--- src/rtl/keypad_pkg.sv ---
// Shared constants, scan FSM state encoding and small helpers for the 4x4 keypad scanner.
package keypad_pkg;

   localparam int unsigned KP_ROWS   = 4;
   localparam int unsigned KP_COLS   = 4;
   localparam int unsigned KP_KEYS   = KP_ROWS * KP_COLS;
   localparam int unsigned KP_CODE_W = $clog2(KP_KEYS);
   localparam int unsigned KP_COL_W  = $clog2(KP_COLS);

   typedef enum logic [1:0] {
      StIdle,
      StDrive,
      StSample,
      StFrame
   } kp_state_e;

   // Index of the lowest set bit; zero when no bit is set.
   function automatic logic [KP_CODE_W-1:0] lowest_set(input logic [KP_KEYS-1:0] bits);
      logic [KP_CODE_W-1:0] idx;
      idx = '0;
      for (int i = KP_KEYS - 1; i >= 0; i--) begin
         if (bits[i]) idx = KP_CODE_W'(i);
      end
      return idx;
   endfunction

   // Active-low one-cold column drive pattern.
   function automatic logic [KP_COLS-1:0] col_drive(input logic [KP_COL_W-1:0] c);
      return ~(KP_COLS'(1) << c);
   endfunction

endpackage

--- src/rtl/keypad_scan_tick.sv ---
// Scan-rate divider: one-cycle tick strobe every SCAN_DIV clock cycles.
module keypad_scan_tick #(
   parameter int unsigned SCAN_DIV = 25000
) (
   input  logic CLK,
   input  logic reset,
   output logic tick
);

   localparam int unsigned     DivW    = $clog2(SCAN_DIV);
   localparam logic [DivW-1:0] DivLast = DivW'(SCAN_DIV - 1);

   logic [DivW-1:0] div_q;

   assign tick = (div_q == DivLast);

   always_ff @(posedge CLK or negedge reset) begin
      if (!reset) begin
         div_q <= '0;
      end else if (tick) begin
         div_q <= '0;
      end else begin
         div_q <= div_q + DivW'(1);
      end
   end

endmodule

--- src/rtl/keypad_matrix_scanner.sv ---
// 4x4 keypad matrix scanner: column drive, row sampling, frame debounce and key events.
// Auto-repeat of the last reported key is built only when KEYPAD_REPEAT_EN is defined.
module keypad_matrix_scanner
   import keypad_pkg::*;
#(
   parameter int unsigned SCAN_DIV       = 25000,
   parameter int unsigned DEBOUNCE_SCANS = 4,
   parameter int unsigned REPEAT_FRAMES  = 40
) (
   input  logic                 CLK,
   input  logic                 reset,
   output logic [KP_COLS-1:0]   col_out,
   input  logic [KP_ROWS-1:0]   row_in,
   output logic                 key_valid,
   output logic [KP_CODE_W-1:0] key_code,
   output logic [KP_KEYS-1:0]   key_map,
   output logic                 key_held
);

   localparam int unsigned         StableW   = $clog2(DEBOUNCE_SCANS + 1);
   localparam logic [StableW-1:0]  StableMax = StableW'(DEBOUNCE_SCANS);
   localparam logic [KP_COL_W-1:0] LastCol   = KP_COL_W'(KP_COLS - 1);

   if (SCAN_DIV < 2) begin : g_chk_scan_div
      $error("SCAN_DIV must be at least 2");
   end
   if (DEBOUNCE_SCANS < 1) begin : g_chk_debounce
      $error("DEBOUNCE_SCANS must be at least 1");
   end
   if (REPEAT_FRAMES < 1) begin : g_chk_repeat
      $error("REPEAT_FRAMES must be at least 1");
   end

   logic [1:0]          rst_pipe_q;
   logic                rst_sync_n;
   logic [KP_ROWS-1:0]  row_meta_q;
   logic [KP_ROWS-1:0]  row_sync_q;
   logic                tick;
   kp_state_e           state_q;
   logic [KP_COL_W-1:0] col_q;
   logic [KP_COL_W-1:0] col_next;
   logic [KP_KEYS-1:0]  raw_q;
   logic [KP_KEYS-1:0]  raw_sampled;
   logic [KP_KEYS-1:0]  prev_q;
   logic [StableW-1:0]  stable_q;
   logic                frame_done_q;
   logic                map_update;
   logic                press_event;
   logic [KP_KEYS-1:0]  new_keys;
   logic                rep_fire;

   // Reset asserts asynchronously but is released on a clock edge.
   always_ff @(posedge CLK or negedge reset) begin
      if (!reset) begin
         rst_pipe_q <= '0;
      end else begin
         rst_pipe_q <= {rst_pipe_q[0], 1'b1};
      end
   end
   assign rst_sync_n = rst_pipe_q[1];

   always_ff @(posedge CLK or negedge rst_sync_n) begin
      if (!rst_sync_n) begin
         row_meta_q <= '1;
         row_sync_q <= '1;
      end else begin
         row_meta_q <= row_in;
         row_sync_q <= row_meta_q;
      end
   end

   keypad_scan_tick #(
      .SCAN_DIV(SCAN_DIV)
   ) u_scan_tick (
      .CLK  (CLK),
      .reset(rst_sync_n),
      .tick (tick)
   );

   assign col_next = col_q + KP_COL_W'(1);

   always_comb begin
      raw_sampled = raw_q;
      for (int r = 0; r < KP_ROWS; r++) begin
         raw_sampled[KP_CODE_W'(r * KP_COLS) + KP_CODE_W'(col_q)] = ~row_sync_q[r];
      end
   end

   always_ff @(posedge CLK or negedge rst_sync_n) begin
      if (!rst_sync_n) begin
         state_q      <= StIdle;
         col_q        <= '0;
         col_out      <= '1;
         raw_q        <= '0;
         prev_q       <= '0;
         stable_q     <= '0;
         frame_done_q <= 1'b0;
      end else begin
         frame_done_q <= 1'b0;
         if (tick) begin
            unique case (state_q)
               StIdle: begin
                  state_q <= StDrive;
                  col_out <= col_drive(col_q);
               end
               StDrive: begin
                  state_q <= StSample;
               end
               StSample: begin
                  raw_q <= raw_sampled;
                  if (col_q == LastCol) begin
                     state_q <= StFrame;
                     col_q   <= '0;
                     col_out <= '1;
                  end else begin
                     state_q <= StDrive;
                     col_q   <= col_next;
                     col_out <= col_drive(col_next);
                  end
               end
               StFrame: begin
                  if (raw_q == prev_q) begin
                     if (stable_q != StableMax) stable_q <= stable_q + StableW'(1);
                  end else begin
                     stable_q <= '0;
                  end
                  prev_q       <= raw_q;
                  frame_done_q <= 1'b1;
                  state_q      <= StDrive;
                  col_out      <= col_drive(col_q);
               end
               default: begin
                  state_q <= StIdle;
               end
            endcase
         end
      end
   end

   // Evaluated once per frame, the cycle after the debounce counter settles.
   assign map_update  = frame_done_q && (stable_q == StableMax) && (raw_q != key_map);
   assign new_keys    = raw_q & ~key_map;
   assign press_event = map_update && (|new_keys);

`ifdef KEYPAD_REPEAT_EN
   localparam int unsigned     RepW    = $clog2(REPEAT_FRAMES + 1);
   localparam logic [RepW-1:0] RepLast = RepW'(REPEAT_FRAMES - 1);

   logic [RepW-1:0]    rep_q;
   logic [KP_KEYS-1:0] map_next;
   logic               code_held;

   assign map_next  = map_update ? raw_q : key_map;
   assign code_held = map_next[key_code];
   assign rep_fire  = frame_done_q && !press_event && code_held && (rep_q == RepLast);

   always_ff @(posedge CLK or negedge rst_sync_n) begin
      if (!rst_sync_n) begin
         rep_q <= '0;
      end else if (frame_done_q) begin
         if (press_event || !code_held || rep_fire) begin
            rep_q <= '0;
         end else begin
            rep_q <= rep_q + RepW'(1);
         end
      end
   end
`else
   assign rep_fire = 1'b0;
`endif

   always_ff @(posedge CLK or negedge rst_sync_n) begin
      if (!rst_sync_n) begin
         key_map   <= '0;
         key_valid <= 1'b0;
         key_code  <= '0;
      end else begin
         key_valid <= press_event || rep_fire;
         if (map_update) key_map <= raw_q;
         if (press_event) key_code <= lowest_set(new_keys);
      end
   end

   assign key_held = |key_map;

endmodule

--- config.mk ---
export PLATFORM = sky130hd
export DESIGN_NAME = keypad_matrix_scanner
export DESIGN_NICKNAME = d
export VERILOG_FILES = /design/src/rtl/keypad_pkg.sv /design/src/rtl/keypad_scan_tick.sv /design/src/rtl/keypad_matrix_scanner.sv
export SDC_FILE = /design/constraint.sdc
export NUM_CORES = 1
export LEC_CHECK = 0
export CORE_MARGIN = 2
export CORE_UTILIZATION = 60
export CTS_BUF_LIST = sky130_fd_sc_hd__clkbuf_8 sky130_fd_sc_hd__clkbuf_16
export DETAILED_ROUTE_END_ITERATION = 8
export DONT_BUFFER_PORTS = 1
export PLACE_DENSITY = 0.76
export SETUP_SLACK_MARGIN = 0.3
export SLEW_MARGIN = 20
export SYNTH_ARGS = -nofsm -noshare
export SYNTH_HDL_FRONTEND = slang
export SYNTH_HIERARCHICAL = 1
export SYNTH_SLANG_ARGS = --single-unit
--- constraint.sdc ---
create_clock -name CLK -period 5.47 [get_ports CLK]
set_input_delay 1.094 -clock CLK [delete_from_list [all_inputs] [get_ports CLK]]
set_output_delay 1.094 -clock CLK [all_outputs]
set_load 0.05 [all_outputs]
==> flow_metrics.py <==
metrics = {
    "status": {
        "outcome": "complete, no violations",
    },
    "detailed_routing": {
        "drtIter0Drc": 156,
        "dr.max_layer_used": "met4",
        "m1WireLength_mm": 3.673,
        "ant_nets": 0,
        "wirelength_mm": 8.331,
        "route.met2.wl_mm": 4.118,
        "avgRoutedWirePerCell_um": 15.51,
        "drc": 0,
        "met3_length_um": 407,
        "first_pass_iters": 5,
        "viasPerCell": 5.635,
        "dr_total_vias": 3026,
    },
    "timing": {
        "drv_slew": 0,
        "setup_violations": 0,
        "worst_pin_slew_ns": 0.8534,
        "rsz0062_at_grt": "no",
        "setup_tns_ns": 0,
        "fin_worst_skew_ns": 0.01002,
        "period_needed_ns": 3.295,
        "fmax_ghz": 0.3035,
        "slew_headroom_pct": 43.11,
        "finalHoldViolCount": 0,
        "finalCritPeriodShare_pct": 60.24,
        "finalHoldWorstSlack_ns": 0.1901,
    },
    "clock_network": {
        "clk_path_buf_depth": 2,
        "htreeDepth": 3,
        "clock_latency_ns": 0.35,
        "cts_resized": 0,
        "clockRootBuffer": "clkbuf_8",
        "cts_inserted_buffers": 9,
        "numClockSinks": 90,
        "path_clk_slew_ns": 0.08,
        "postCtsSetupRepairBufs": 0,
        "cts_tree": "done",
        "holdBufCountCts": 0,
    },
    "power_and_ir_drop": {
        "peakVddDrop_mv": 0.1870,
        "p_total_mw": 1.151,
        "p_switching_mw": 0.2284,
        "seqPwrFrac_pct": 58.7,
        "switching_share_pct": 19.85,
        "leakage_nw": 2.245,
        "p_clk_share_pct": 40.5,
        "power_density_nw_per_um2": 242.4,
        "p_int_mw": 0.9227,
        "combPwrFrac_pct": 0.9,
    },
    "setup_path": {
        "worstPathArrival_ns": 3.56,
        "start_kind": "flop",
        "crit_path_end_kind": "flop",
        "critPathMaxFanout": 20,
        "worstSetupPathType": "reg2reg",
        "required_ns": 5.74,
    },
    "logic_synthesis": {
        "synth_top_cell_by_area": "dfrtp_1",
        "synth_cells": 431,
        "async_flop_share_pct": 100.0,
        "post-synth-top-area-fraction_pct": 43.66,
        "synth_area_per_cell_um2": 10.37,
        "synth_edf_count": 0,
        "synth_cell_type_count": 48,
        "yosysWarnings": 6,
        "syn-cell-area_um2": 4471,
        "synth_seq_cells": 90,
        "synth_nets": 467,
        "synthFlopType": "dfrtp_1",
        "ys_seq_area_share_pct": 50.71,
        "yosys-top-cells-area": "dfrtp_1 44%, ha_1 8.4%, nand2_1 8.1%",
    },
    "global_routing": {
        "grt_overflow": 0,
        "grt_max_degree": 72,
        "grt_pass1_vias": 3093,
        "antenna_found_initial": 0,
        "grt_use_total_pct": 22.55,
        "grt_pass1_wl_mm": 14.71,
    },
    "floorplan": {
        "die_w_um": 90.32,
        "fp.dieH_um": 90.32,
        "std_cell_rows": 31,
        "placeableCoreArea_um2": 7253,
        "start_util_pct": 61.64,
        "die-area_um2": 8158,
        "io_pins": 32,
    },
    "layout": {
        "fillers": 574,
        "final_cell_mix": "96 x nand2_1, 77 x dfrtp_1, 32 x inv_1",
        "postLayoutCoreUtil_pct": 65.46,
        "multiInputGateArea_um2": 2027,
        "final_common_cell": "nand2_1",
        "final_area_um2": 4748,
        "fin_nets": 469,
        "seqCellArea_um2": 2271,
        "area_growth_syn_to_layout_pct": 6.213,
        "diodes": 0,
        "drive_above_1_share_pct": 13.70,
    },
    "place": {
        "dp.final_hpwl_mm": 6.128,
        "portBuffers": 0,
        "dpl-instance-area_um2": 4542,
        "place.gp.congestion": 0.9269,
    },
    "job": {
        "cap_violations": 0,
    },
    "worst_hold_path": {
        "hold_path.class": "reg2async",
    },
}
cell type report:
| type | instances | area share (%) |
|---|---|---|
| repair buffers | 2 | 0.3162 |
| clock inverters | 7 | 1.739 |
| flip-flops and latches | 90 | 47.83 |
| inverters | 28 | 2.213 |
| well taps | 99 | 2.609 |
| multi-input cells | 302 | 42.69 |
| clock buffers | 9 | 2.609 |
power groups by stage:
stage / clock (mW) / combinational [mW] / sequential [mW]
detailed placement: 0 / 0.0106 / 0.689
CTS: 0.481 / 0.0106 / 0.676
global placement: 0 / 0.0105 / 0.689
global route: 0.510 / 0.0122 / 0.677
finish: 0.466 / 0.00983 / 0.676
floorplan: 0 / 0.0000627 / 0.694
synth_stat cells (2+ instances only):
cell and count:
inv_1 28, nor2_1 12, buf_6 3, nand3_1 13, nor4_1 10, a41oi_1 2
nor4_2 4, nand2b_1 3, nor4_4 3, nand2_1 96, a21o_1 2, nor3_1 4
nand4_2 2, dfstp_2 12, xnor2_1 17, nor2b_1 2, o21ai_2 16, a21oi_1 13
o22ai_1 2, ha_1 30, or3_1 3, clkbuf_1 4, mux2_2 4, nand4_1 10
and4_1 2, a31oi_1 3, o21ai_0 26, dfrtp_1 78, buf_2 2, xor2_1 7
metrics by stage:
step / worst slack, ns / std cells
after floorplan: 2.799 / 431
after global placement: 2.256 / 521
after detailed placement: 2.162 / 521
after CTS: 2.149 / 537
after global routing: 1.825 / 537
final: 2.175 / 537
state kept, by name, summed over array words and instances (netlist names), 2 cells and up:
| signal | flops |
|---|---|
| stable_q | 3 |
| key_code | 4 |
| state_q | 2 |
| rst_pipe_q | 2 |
| col_out | 4 |
| row_sync_q | 4 |
| row_meta_q | 4 |
| prev_q | 16 |
| key_map | 16 |
| u_scan_tick/div_q | 15 |
| raw_q | 16 |
| col_q | 2 |
critical path, cell delays in order (launching register included):
cell,delay [ns]
dfrtp_1,0.43
ha_1,0.33
nand3_1,0.16
nor4_4,0.75
nand2_1,0.56
inv_1,0.60
nand3_1,0.17
o22ai_1,0.20
worst paths after layout:
path | start | endpoint | slack [ns] | cells after the start
min | rst_pipe_q[1]$_DFF_PN0_ | key_code[0]$_DFFE_PN0P_ | 0.19 | 0
max reg2reg | u_scan_tick/div_q[0]$_DFF_PN0_ | stable_q[1]$_DFFE_PN0P_ | 2.17 | 7
max in group asynchronous | rst_pipe_q[1]$_DFF_PN0_ | u_scan_tick/div_q[1]$_DFF_PN0_ | 4.17 | 1
min reg2reg | rst_pipe_q[1]$_DFF_PN0_ | key_code[0]$_DFFE_PN0P_ | 0.19 | 0
max | u_scan_tick/div_q[0]$_DFF_PN0_ | stable_q[1]$_DFFE_PN0P_ | 2.17 | 7
min in group CLK | rst_pipe_q[0]$_DFF_PN0_ | rst_pipe_q[1]$_DFF_PN0_ | 0.35 | 0
layer usage:
layer	vias to the layer above	global-route usage, %
li1	1488	-
met1	1452	30.60
met2	73	36.22
met3	13	4.257
met4	0	8.846
met5	-	0
cell families after synthesis:
| logic type | share of synthesized area, % |
|---|---|
| xor+xnor | 4.702 |
| fa+ha+maj | 8.396 |
| other cells | 0.08388 |
| simple gates | 20.37 |
| compound gates | 10.22 |
| flops | 50.71 |
| mux | 1.567 |
| buf+inv | 3.946 |
No activity file was read; power rests on OpenSTA's default activity.
